$ cat src/rtl/solar_pkg.sv
// Shared state encoding and default tuning values for the two-axis solar tracker.
package solar_pkg;

  typedef enum logic [2:0] {
    ST_IDLE    = 3'd0,
    ST_EVAL    = 3'd1,
    ST_STEP_AZ = 3'd2,
    ST_STEP_EL = 3'd3,
    ST_SETTLE  = 3'd4
  } state_t;

  localparam logic [15:0] DEF_DEADBAND      = 16'd64;
  localparam logic [15:0] DEF_STEP_PERIOD   = 16'd50000;
  localparam logic [23:0] DEF_SETTLE_CYCLES = 24'd1000000;
  localparam logic [11:0] DEF_MAX_STEPS     = 12'd2048;

endpackage

$ cat src/rtl/step_pulser.sv
// One motor step: STEP_PERIOD cycles long, pulse high for the first half,
// done asserted combinationally on the final cycle.
module step_pulser
  import solar_pkg::*;
#(
  parameter logic [15:0] STEP_PERIOD = DEF_STEP_PERIOD
) (
  input  logic clk,
  input  logic rst,
  input  logic start,
  output logic pulse,
  output logic done
);

  localparam logic [15:0] HALF = STEP_PERIOD >> 1;

  logic        r_active;
  logic [15:0] r_cnt;
  logic        r_pulse;
  logic [15:0] w_cnt_nxt;

  assign w_cnt_nxt = r_cnt + 16'd1;
  assign done      = r_active && (r_cnt == (STEP_PERIOD - 16'd1));
  assign pulse     = r_pulse;

  // Pulse is registered so an asynchronous reset drops it immediately.
  always_ff @(posedge clk or negedge rst) begin
    if (!rst) begin
      r_active <= 1'b0;
      r_cnt    <= 16'd0;
      r_pulse  <= 1'b0;
    end else if (start) begin
      r_active <= 1'b1;
      r_cnt    <= 16'd0;
      r_pulse  <= (HALF != 16'd0);
    end else if (done) begin
      r_active <= 1'b0;
      r_cnt    <= 16'd0;
      r_pulse  <= 1'b0;
    end else if (r_active) begin
      r_cnt    <= w_cnt_nxt;
      r_pulse  <= (w_cnt_nxt < HALF);
    end
  end

endmodule

$ cat src/rtl/solar_tracker.sv
// Two-axis solar tracker: compares opposing light sensors and steps the
// azimuth or elevation motor toward the brighter side, one step per sample.
module solar_tracker
  import solar_pkg::*;
#(
  parameter logic [15:0] DEADBAND      = DEF_DEADBAND,
  parameter logic [15:0] STEP_PERIOD   = DEF_STEP_PERIOD,
  parameter logic [23:0] SETTLE_CYCLES = DEF_SETTLE_CYCLES,
  parameter logic [11:0] MAX_STEPS     = DEF_MAX_STEPS
) (
  input  logic        clk,
  input  logic        rst,
  input  logic        enable,
  input  logic        sample_valid,
  input  logic [15:0] n_lux,
  input  logic [15:0] e_lux,
  input  logic [15:0] s_lux,
  input  logic [15:0] w_lux,
  output logic        az_step,
  output logic        el_step,
  output logic        az_dir,
  output logic        el_dir,
  output logic [11:0] az_pos,
  output logic [11:0] el_pos,
  output logic        az_limit,
  output logic        el_limit,
  output logic        busy
);

  state_t      r_state;
  logic [15:0] r_n, r_e, r_s, r_w;
  logic        r_az_dir, r_el_dir;
  logic [11:0] r_az_pos, r_el_pos;
  logic [23:0] r_settle_cnt;

  logic signed [16:0] w_diff_ew, w_diff_ns;
  logic        w_dir_az, w_dir_el;
  logic        w_go_az, w_go_el;
  logic        w_start_az, w_start_el;
  logic        w_done_az, w_done_el;

  function automatic logic [16:0] mag17(input logic signed [16:0] d);
    logic [16:0] u;
    u = d;
    return d[16] ? (~u + 17'd1) : u;
  endfunction

  function automatic logic at_limit(input logic dir, input logic [11:0] pos);
    return dir ? (pos == MAX_STEPS) : (pos == 12'd0);
  endfunction

  // Saturating move keeps the position from ever wrapping.
  function automatic logic [11:0] move(input logic dir, input logic [11:0] pos);
    if (dir) return (pos == MAX_STEPS) ? pos : pos + 12'd1;
    else     return (pos == 12'd0)     ? pos : pos - 12'd1;
  endfunction

  assign w_diff_ew = $signed({1'b0, r_e}) - $signed({1'b0, r_w});
  assign w_diff_ns = $signed({1'b0, r_n}) - $signed({1'b0, r_s});
  assign w_dir_az  = ~w_diff_ew[16];
  assign w_dir_el  = ~w_diff_ns[16];
  assign w_go_az   = (mag17(w_diff_ew) > {1'b0, DEADBAND}) && !at_limit(w_dir_az, r_az_pos);
  assign w_go_el   = (mag17(w_diff_ns) > {1'b0, DEADBAND}) && !at_limit(w_dir_el, r_el_pos);

  // Azimuth wins when both axes qualify.
  assign w_start_az = (r_state == ST_EVAL) && w_go_az;
  assign w_start_el = (r_state == ST_EVAL) && !w_go_az && w_go_el;

  step_pulser #(.STEP_PERIOD(STEP_PERIOD)) u_az_pulser (
    .clk   (clk),
    .rst   (rst),
    .start (w_start_az),
    .pulse (az_step),
    .done  (w_done_az)
  );

  step_pulser #(.STEP_PERIOD(STEP_PERIOD)) u_el_pulser (
    .clk   (clk),
    .rst   (rst),
    .start (w_start_el),
    .pulse (el_step),
    .done  (w_done_el)
  );

  always_ff @(posedge clk or negedge rst) begin
    if (!rst) begin
      r_state      <= ST_IDLE;
      r_n          <= 16'd0;
      r_e          <= 16'd0;
      r_s          <= 16'd0;
      r_w          <= 16'd0;
      r_az_dir     <= 1'b0;
      r_el_dir     <= 1'b0;
      r_az_pos     <= MAX_STEPS >> 1;
      r_el_pos     <= MAX_STEPS >> 1;
      r_settle_cnt <= 24'd0;
    end else begin
      case (r_state)
        ST_IDLE: begin
          if (sample_valid && enable) begin
            r_n     <= n_lux;
            r_e     <= e_lux;
            r_s     <= s_lux;
            r_w     <= w_lux;
            r_state <= ST_EVAL;
          end
        end
        ST_EVAL: begin
          if (w_go_az) begin
            r_az_dir <= w_dir_az;
            r_state  <= ST_STEP_AZ;
          end else if (w_go_el) begin
            r_el_dir <= w_dir_el;
            r_state  <= ST_STEP_EL;
          end else begin
            r_state  <= ST_IDLE;
          end
        end
        ST_STEP_AZ: begin
          if (w_done_az) begin
            r_az_pos     <= move(r_az_dir, r_az_pos);
            r_settle_cnt <= 24'd0;
            r_state      <= ST_SETTLE;
          end
        end
        ST_STEP_EL: begin
          if (w_done_el) begin
            r_el_pos     <= move(r_el_dir, r_el_pos);
            r_settle_cnt <= 24'd0;
            r_state      <= ST_SETTLE;
          end
        end
        ST_SETTLE: begin
          if ((r_settle_cnt + 24'd1) >= SETTLE_CYCLES) begin
            r_settle_cnt <= 24'd0;
            r_state      <= ST_IDLE;
          end else begin
            r_settle_cnt <= r_settle_cnt + 24'd1;
          end
        end
        default: r_state <= ST_IDLE;
      endcase
    end
  end

  assign az_dir   = r_az_dir;
  assign el_dir   = r_el_dir;
  assign az_pos   = r_az_pos;
  assign el_pos   = r_el_pos;
  assign az_limit = (r_az_pos == 12'd0) || (r_az_pos == MAX_STEPS);
  assign el_limit = (r_el_pos == 12'd0) || (r_el_pos == MAX_STEPS);
  assign busy     = (r_state != ST_IDLE);

endmodule

$ cat config.mk
export PLATFORM = sky130hd
export DESIGN_NAME = solar_tracker
export DESIGN_NICKNAME = d
export VERILOG_FILES = /design/src/rtl/solar_pkg.sv /design/src/rtl/step_pulser.sv /design/src/rtl/solar_tracker.sv
export SDC_FILE = /design/constraint.sdc
export NUM_CORES = 1
export LEC_CHECK = 0
export ABC_AREA = 1
export CAP_MARGIN = 20
export CORE_ASPECT_RATIO = 0.7
export CORE_MARGIN = 2
export CORE_UTILIZATION = 30
export DETAILED_ROUTE_END_ITERATION = 7
export GPL_ROUTABILITY_DRIVEN = 0
export PLACE_DENSITY = 0.43
export SYNTH_ARGS = -nofsm -noshare
export SYNTH_HDL_FRONTEND = slang
export SYNTH_SLANG_ARGS = --single-unit
$ cat constraint.sdc
create_clock -name clk -period 3.6 [get_ports clk]
set_input_delay 1.08 -clock clk [delete_from_list [all_inputs] [get_ports clk]]
set_output_delay 1.08 -clock clk [all_outputs]
set_load 0.01 [all_outputs]
==> results of run 1 <==
-- path summary, 6_finish.rpt --
check,to,depth (start not counted)
worst max register to register,u_el_pulser.r_cnt[13],18
worst min-delay path,r_s[0],1
max in group asynchronous,r_e[14],2
worst max-delay path,az_limit,7
worst min register to register,r_s[0],1
min in group asynchronous,r_s[12],1
-- state kept, by name (all words and copies together) (netlist names) --
signal                count
r_settle_cnt             24
r_e                      16
r_n                      16
r_s                      16
r_w                      16
u_az_pulser.r_cnt        16
u_el_pulser.r_cnt        16
az_pos                   12
el_pos                   12
r_state                   3
az_dir                    1
el_dir                    1
u_az_pulser.pulse         1
u_az_pulser.r_active      1
u_el_pulser.pulse         1
u_el_pulser.r_active      1
-- cell type report --
type,instances,area [µm²]
clock buffer,17,425
clock inverter,15,156
fill,3936,23400
inverter,251,950
multi-input combinational,1178,6580
sequential,153,3830
tap,488,611
timing repair buffer,125,1270
-- cells in the mapped netlist (2+ instances only) --
cell type and instances:
o21bai_1 7, nand2_1 417, buf_4 3, or2_2 6, a21oi_1 81, nor3_2 3, dfrtp_1 151, o21a_1 2
nand3_2 10, buf_1 2, xor2_1 57, dfstp_2 2, o21ai_0 65, o22ai_1 3, clkinv_1 2, nor2_1 150
o21ai_1 4, nor4_1 13, ha_1 58, o2111ai_1 2, nor3_1 19, inv_1 243, nand4_1 26, nand3_4 2
xnor2_1 12, buf_6 7, fa_1 4, nor2_2 9, clkbuf_1 16, a21o_1 3, nand3_1 156, nand3b_1 12
mux2_2 30, and2_1 4, nand2_2 10, inv_2 5, a21oi_2 2
-- metal layers --
metal  global-route usage  up-vias  share of wire  routed length, µm
met5                    0        -              0                  0
met4               0.0272        0         0.0058                176
met3               0.0292       10          0.039               1180
met2                0.230      164           0.41              12500
met1                0.235     4708           0.54              16500
li1                     -     5409              -                  -
-- power by group --
group          internal, mW  switching [mW]  total, mW
Sequential             2.16           0.269       2.43
Clock                 0.981           0.869       1.85
Combinational          2.77            4.96       7.73
Total                  5.91            6.10       12.0
-- cell families (layout without fill, tap and decap cells) --
logic type                 count (synthesis)  in the layout
adders and majority gates                 62             62
muxes                                     30             30
buffers and inverters                    281            408
AOI/OAI and AO/OA                        176            176
DFF                                      153            153
and+or+nand+nor                          840            841
xor gates and xnor gates                  69             69
-- metrics by stage --
step	TNS [ns]	instances	setup slack, ns	area [µm²]
floorplan	0	1611	0.639	11400
global placement	0	2189	0.0756	13000
detailed placement	0	2189	0.173	13000
CTS	0	2221	0.00371	13600
global route	-0.265	2227	-0.0318	13800
finish	0	2227	0.129	13800
-- worst reg2reg max path, cell delays in order (launching register included) --
cell       delay, ns
dfrtp_1         0.39
ha_2            0.20
fa_2            0.55
ha_1            0.16
nand2_1         0.07
nand3b_1        0.21
nor2_2          0.17
nand3_2         0.11
nor2_4          0.14
nand2_1         0.09
nand3_1         0.07
nand3_1         0.09
nor2_2          0.12
nand2_2         0.09
o21ai_4         0.21
nand3_4         0.21
clkbuf_16       0.27
nand3_1         0.06
nand2_1         0.06
-- timing repair --
action,4_1_cts,5_1_grt
buffers inserted,0,4
setup endpoints to repair,1,33
pin swaps,1,7
resized for setup,5,30
cloned,0,2
==> flow_metrics.py, run 1 <==
metrics = {
    "routing": {
        "drt.antenna.violating_nets": 0,
        "routed_wl_mm": 30.4,
        "avgViaCountPerCell": 4.62,
        "drtPass1Iterations": 5,
        "dr_total_vias": 10300,
        "drt_iter0_drc": 587,
        "wire_per_inst_um": 13.7,
        "route.detailed.drc": 0,
    },
    "timing": {
        "max_freq_mhz": 288,
        "finalSetupViolCount": 0,
        "period_minus_slack_ns": 3.47,
        "fin_skew_ns": 0.0173,
        "timing.final.hold_violations": 0,
        "finalCritPeriodShare": 0.964,
        "tightest_slew_ns": 1.05,
        "holdWs_ns": 0.513,
        "slew_violations": 0,
        "slew_headroom": 0.293,
    },
    "finish": {
        "synthToLayoutAreaGrowth_pct": 21.5,
        "final_core_util": 0.371,
        "drive_above_1_share": 0.0978,
        "layout_commonest_cell": "nand2_1",
        "diodes": 0,
        "layout_common_cells": "414 x nand2_1, 241 x inv_1, 151 x nand3_1, 150 x dfrtp_1, 147 x nor2_1",
        "fin_nets": 1856,
    },
    "yosys": {
        "yosysSeqAreaShare": 0.336,
        "synth_flop_cell": "dfrtp_1",
        "synth-simple-area-share": 0.326,
        "synth_seq_cells": 153,
        "syn_area_per_cell_um2": 7.07,
        "async_flop_share": 1.00,
        "synth_edf_count": 0,
        "synthAdderAreaFrac": 0.0708,
        "synthXorXnorAreaFrac": 0.0531,
        "synth_mux_area_frac": 0.0297,
        "synth_top_area_share": 0.332,
        "yosysTopAreaCell": "dfrtp_1",
        "synth_compound_area_frac": 0.0853,
        "synth_area_um2": 11400,
        "netlist_instances": 1611,
        "syn_nets": 1741,
        "synth_area_leaders": "dfrtp_1 33%, nand2_1 14%, inv_1 8.0%, nand3_1 6.9%, ha_1 6.4%",
        "ys_types": 50,
        "ys_warn_count": 0,
        "synth_top_family_by_area": "simple AND/OR/NAND/NOR gates",
    },
    "critical_path": {
        "worstPathCellList": "nor4_2, nand2_1, nor3_2, inv_1, nor4_4, or2_2, clkdlybuf4s50_1",
        "crit_type": "flop to primary output",
        "crit_family": "simple AND/OR/NAND/NOR gates",
        "cp.required_ns": 2.52,
        "end_kind": "primary output",
        "cp-start-kind": "flop",
        "path_buf_inv": 2,
        "regToRegSetupSlack_ns": 0.23,
        "cp-startpoint": "az_pos[5]",
        "max_stage_delay_ns": 0.53,
        "slowest_stage": "clkdlybuf4s50_1",
        "crit_arrival_ns": 2.39,
        "reg2reg_from": "r_w[0]",
        "crit_fanout": 4,
    },
    "clock_network": {
        "cts_tree": "built",
        "cts_buffers": 17,
        "clk_pin_slew_worst_paths_ns": 0.06,
        "cts-root-buf": "clkbuf_16",
        "clockBufferDepth": 2,
        "cts_hold_buf": 0,
        "h-tree-depth": 4,
        "clk_latency_ns": 0.45,
        "clock-sinks": 153,
    },
    "die": {
        "die_area_um2": 39600,
        "pin_count": 99,
        "dieWidth_um": 237,
        "start_util": 0.305,
        "rows": 59,
        "die_h_um": 167,
        "core_area_um2": 37300,
    },
    "hold_path": {
        "hold_path_class": "flop to flop",
        "hold_start": "r_s[0]",
    },
    "power": {
        "leakage_nw": 7.05,
        "totalPowerFinal_mw": 12.0,
        "power_density_nw_per_um2": 869,
        "vdd.ir_drop.worst_v": 0.000415,
    },
    "global_routing": {
        "grt_max_degree": 76,
        "grt_antenna_before_repair": 0,
        "grt_use_total": 0.156,
        "first_global_vias": 9697,
        "grt_first_pass_wirelength_mm": 50.0,
        "grt.overflow.total": 0,
    },
    "placement": {
        "place_hpwl_mm": 22.7,
        "port_buffers": 98,
    },
    "run_status": {
        "status": "complete, no violations",
    },
    "job": {
        "drv_cap": 0,
    },
}
Note: power is estimated with default switching activity, not from simulation.
==> run 2, diff against run 1 <==
CORE_MARGIN = default   (was 2)
==> run 2 against run 1 <==
Compared with the run above:
- core utilization fell by 0.12 points
- worst hold slack lost 0.0087 ns
- critical path type is now flop to flop
- first-iteration DRC count fell by 11%
- sequential power about the same
- largest power group unchanged
- fmax grew 4.3%
- combinational power is 2% lower
- highest routed layer unchanged
- global-route usage grew 0.71 points
- clock-buffer cell count grew 3
- sequential cell count stayed put
==> flow_metrics.py, run 2 (synthesis gave the netlist of run 1 again) <==
metrics = {
    "clock_network": {
        "clk_latency_ns": 0.45,
        "clk_pin_slew_worst_paths_ns": 0.07,
        "cts_hold_buf": 0,
        "cts-root-buf": "clkbuf_16",
        "cts_tree": "built",
        "clock-sinks": 153,
        "clockBufferDepth": 2,
        "h-tree-depth": 4,
        "cts_buffers": 17,
    },
    "timing": {
        "timing.final.hold_violations": 0,
        "period_minus_slack_ns": 3.33,
        "slew_headroom": 0.527,
        "max_freq_mhz": 300,
        "finalSetupViolCount": 0,
        "finalCritPeriodShare": 0.925,
        "slew_violations": 0,
        "fin_skew_ns": 0.0134,
        "tightest_slew_ns": 0.704,
    },
    "critical_path": {
        "cp-start-kind": "flop",
        "crit_family": "simple AND/OR/NAND/NOR gates",
        "crit_type": "flop to flop",
        "crit_arrival_ns": 3.65,
        "max_stage_delay_ns": 0.39,
        "path_depth": 20,
        "crit_fanout": 18,
        "worst_r2r_path_depth": 20,
        "cp.required_ns": 3.92,
        "end_kind": "flop",
        "slowest_stage": "fa_1",
        "path_buf_inv": 3,
        "worstPathCellList": "ha_1, fa_1, inv_1, nand3_1, nand2_2, nand2_1, nand2_2, nand3_2, nand3_4, clkinv_4, nand2_1, xor2_1, o21ai_0, nor2_1, nand2_2, o21ai_4, nand3_4, clkbuf_16, nand2_1, o21ai_0",
    },
    "routing": {
        "route.detailed.drc": 0,
        "avgViaCountPerCell": 4.64,
        "dr_total_vias": 10300,
        "drt.antenna.violating_nets": 0,
        "wire_per_inst_um": 13.5,
        "routed_wl_mm": 30.1,
        "drtPass1Iterations": 5,
        "drt_iter0_drc": 523,
    },
    "finish": {
        "largest_reg_flops": 24,
        "n_fill_cell": 3919,
        "regMostFlops": "r_settle_cnt",
        "layout_common_cells": "417 x nand2_1, 243 x inv_1, 154 x nand3_1, 150 x dfrtp_1, 149 x nor2_1",
        "synthToLayoutAreaGrowth_pct": 21.1,
        "layout_commonest_cell": "nand2_1",
        "drive_above_1_share": 0.0886,
        "fin_area_um2": 13800,
        "fin_nets": 1856,
        "diodes": 0,
        "finalNonFillerCells": 2226,
        "multiInputGateArea_um2": 6550,
        "seq_area_um2": 3830,
    },
    "placement": {
        "place_hpwl_mm": 22.6,
        "postPlaceCellArea_um2": 13000,
        "port_buffers": 98,
        "place_inst": 2188,
    },
    "hold_path": {
        "holdPathStages": 2,
        "hold_path_class": "flop to flop",
    },
    "job": {
        "drv_cap": 0,
    },
    "die": {
        "dieWidth_um": 235,
        "die_area_um2": 38800,
        "start_util": 0.305,
        "die_h_um": 165,
        "rows": 59,
        "pin_count": 99,
        "core_area_um2": 37300,
    },
    "power": {
        "vdd.ir_drop.worst_v": 0.000395,
        "power_density_nw_per_um2": 862,
        "leakage_nw": 7.07,
    },
    "run_status": {
        "status": "complete, no violations",
    },
    "global_routing": {
        "first_global_vias": 9937,
        "grt_max_degree": 99,
        "grt.overflow.total": 0,
        "grt_use_total": 0.163,
        "grt_antenna_before_repair": 0,
        "grt_first_pass_wirelength_mm": 51.1,
    },
}
## run 2: cell count changes in the layout (fill, tap and decap cells not counted), sizes merged
| cell | before | now |
|---|---|---|
| buf | 27 | 28 |
| bufinv | 1 | 2 |
| clkbuf | 18 | 21 |
| clkdlybuf4s50 | 96 | 95 |
| clkinv | 4 | 7 |
| dlygate4sd2 | 1 | 0 |
| dlymetal6s2s | 0 | 2 |
| inv | 258 | 250 |
| nand3 | 169 | 168 |
## run 2: power breakdown
| part | leakage (nW) | switching (mW) | total (mW) | internal, mW |
|---|---|---|---|---|
| registers | 1.92 | 0.266 | 2.43 | 2.17 |
| logic | 4.87 | 4.92 | 7.61 | 2.69 |
| clock network | 0.278 | 0.791 | 1.84 | 1.05 |
## run 2: final timing paths
path | from | endpoint | slack, ns
worst min register to register | r_settle_cnt[23] | r_settle_cnt[23] | 0.50
min in group asynchronous | rst | r_n[12] | 0.62
worst min-delay path | r_settle_cnt[23] | r_settle_cnt[23] | 0.50
max in group asynchronous | rst | r_settle_cnt[7] | 2.27
worst max register to register | r_w[0] | el_dir | 0.27
worst max-delay path | r_w[0] | el_dir | 0.27
## run 2: final cells by class
| class | instances | share of cell area |
|---|---|---|
| Timing Repair Buffer | 126 | 0.0920 |
| Clock buffer | 20 | 0.0331 |
| Clock inverter | 11 | 0.00871 |
| Tap cell | 488 | 0.0443 |
| Inverter | 251 | 0.0689 |
| Sequential cell | 153 | 0.278 |
| Multi-Input combinational cell | 1177 | 0.475 |
## run 2: worst register-to-register path: cells and delay by family, from the launching register on
family | cells | cell delay, ns
AO/OA/AOI/OAI | 3 | 0.34
XOR/XNOR | 1 | 0.18
adder cells (fa/ha/maj) | 2 | 0.61
buffers and inverters | 3 | 0.52
flip-flops | 1 | 0.38
AND/OR/NAND/NOR | 11 | 1.17
## run 2: routing by layer
metal  global-route usage  share of wire  vias up  routed length [µm]
met3               0.0274          0.032       29                 973
met4               0.0502          0.016        0                 470
li1                     -              -     5404                   -
met2                0.234           0.40      149               11900
met1                0.244           0.56     4747               16700
met5                    0              0        -                   0
## run 2: repair_timing
action / 4_1_cts / 5_1_grt
gates resized for setup: 3 / 21
endpoints found under the hold margin: 0 / 0
cloned: 0 / 1
setup buffers: 0 / 6
endpoints found under the setup margin: 1 / 23
pin swaps: 0 / 4
## run 2: per-stage QoR
stage / util / power (mW) / hold WS (ns) / TNS (ns) / worst slack [ns]
after floorplan: - / 8.21 / 0.459 / 0 / 0.639
after global placement: 0.349 / 9.94 / 0.487 / 0 / 0.276
after detailed placement: 0.349 / 9.96 / 0.480 / 0 / 0.221
after CTS: 0.365 / 11.9 / 0.506 / 0 / 0.0362
after global routing: 0.370 / 13.3 / 0.516 / -0.0769 / -0.0273
final: 0.370 / 11.9 / 0.504 / 0 / 0.271
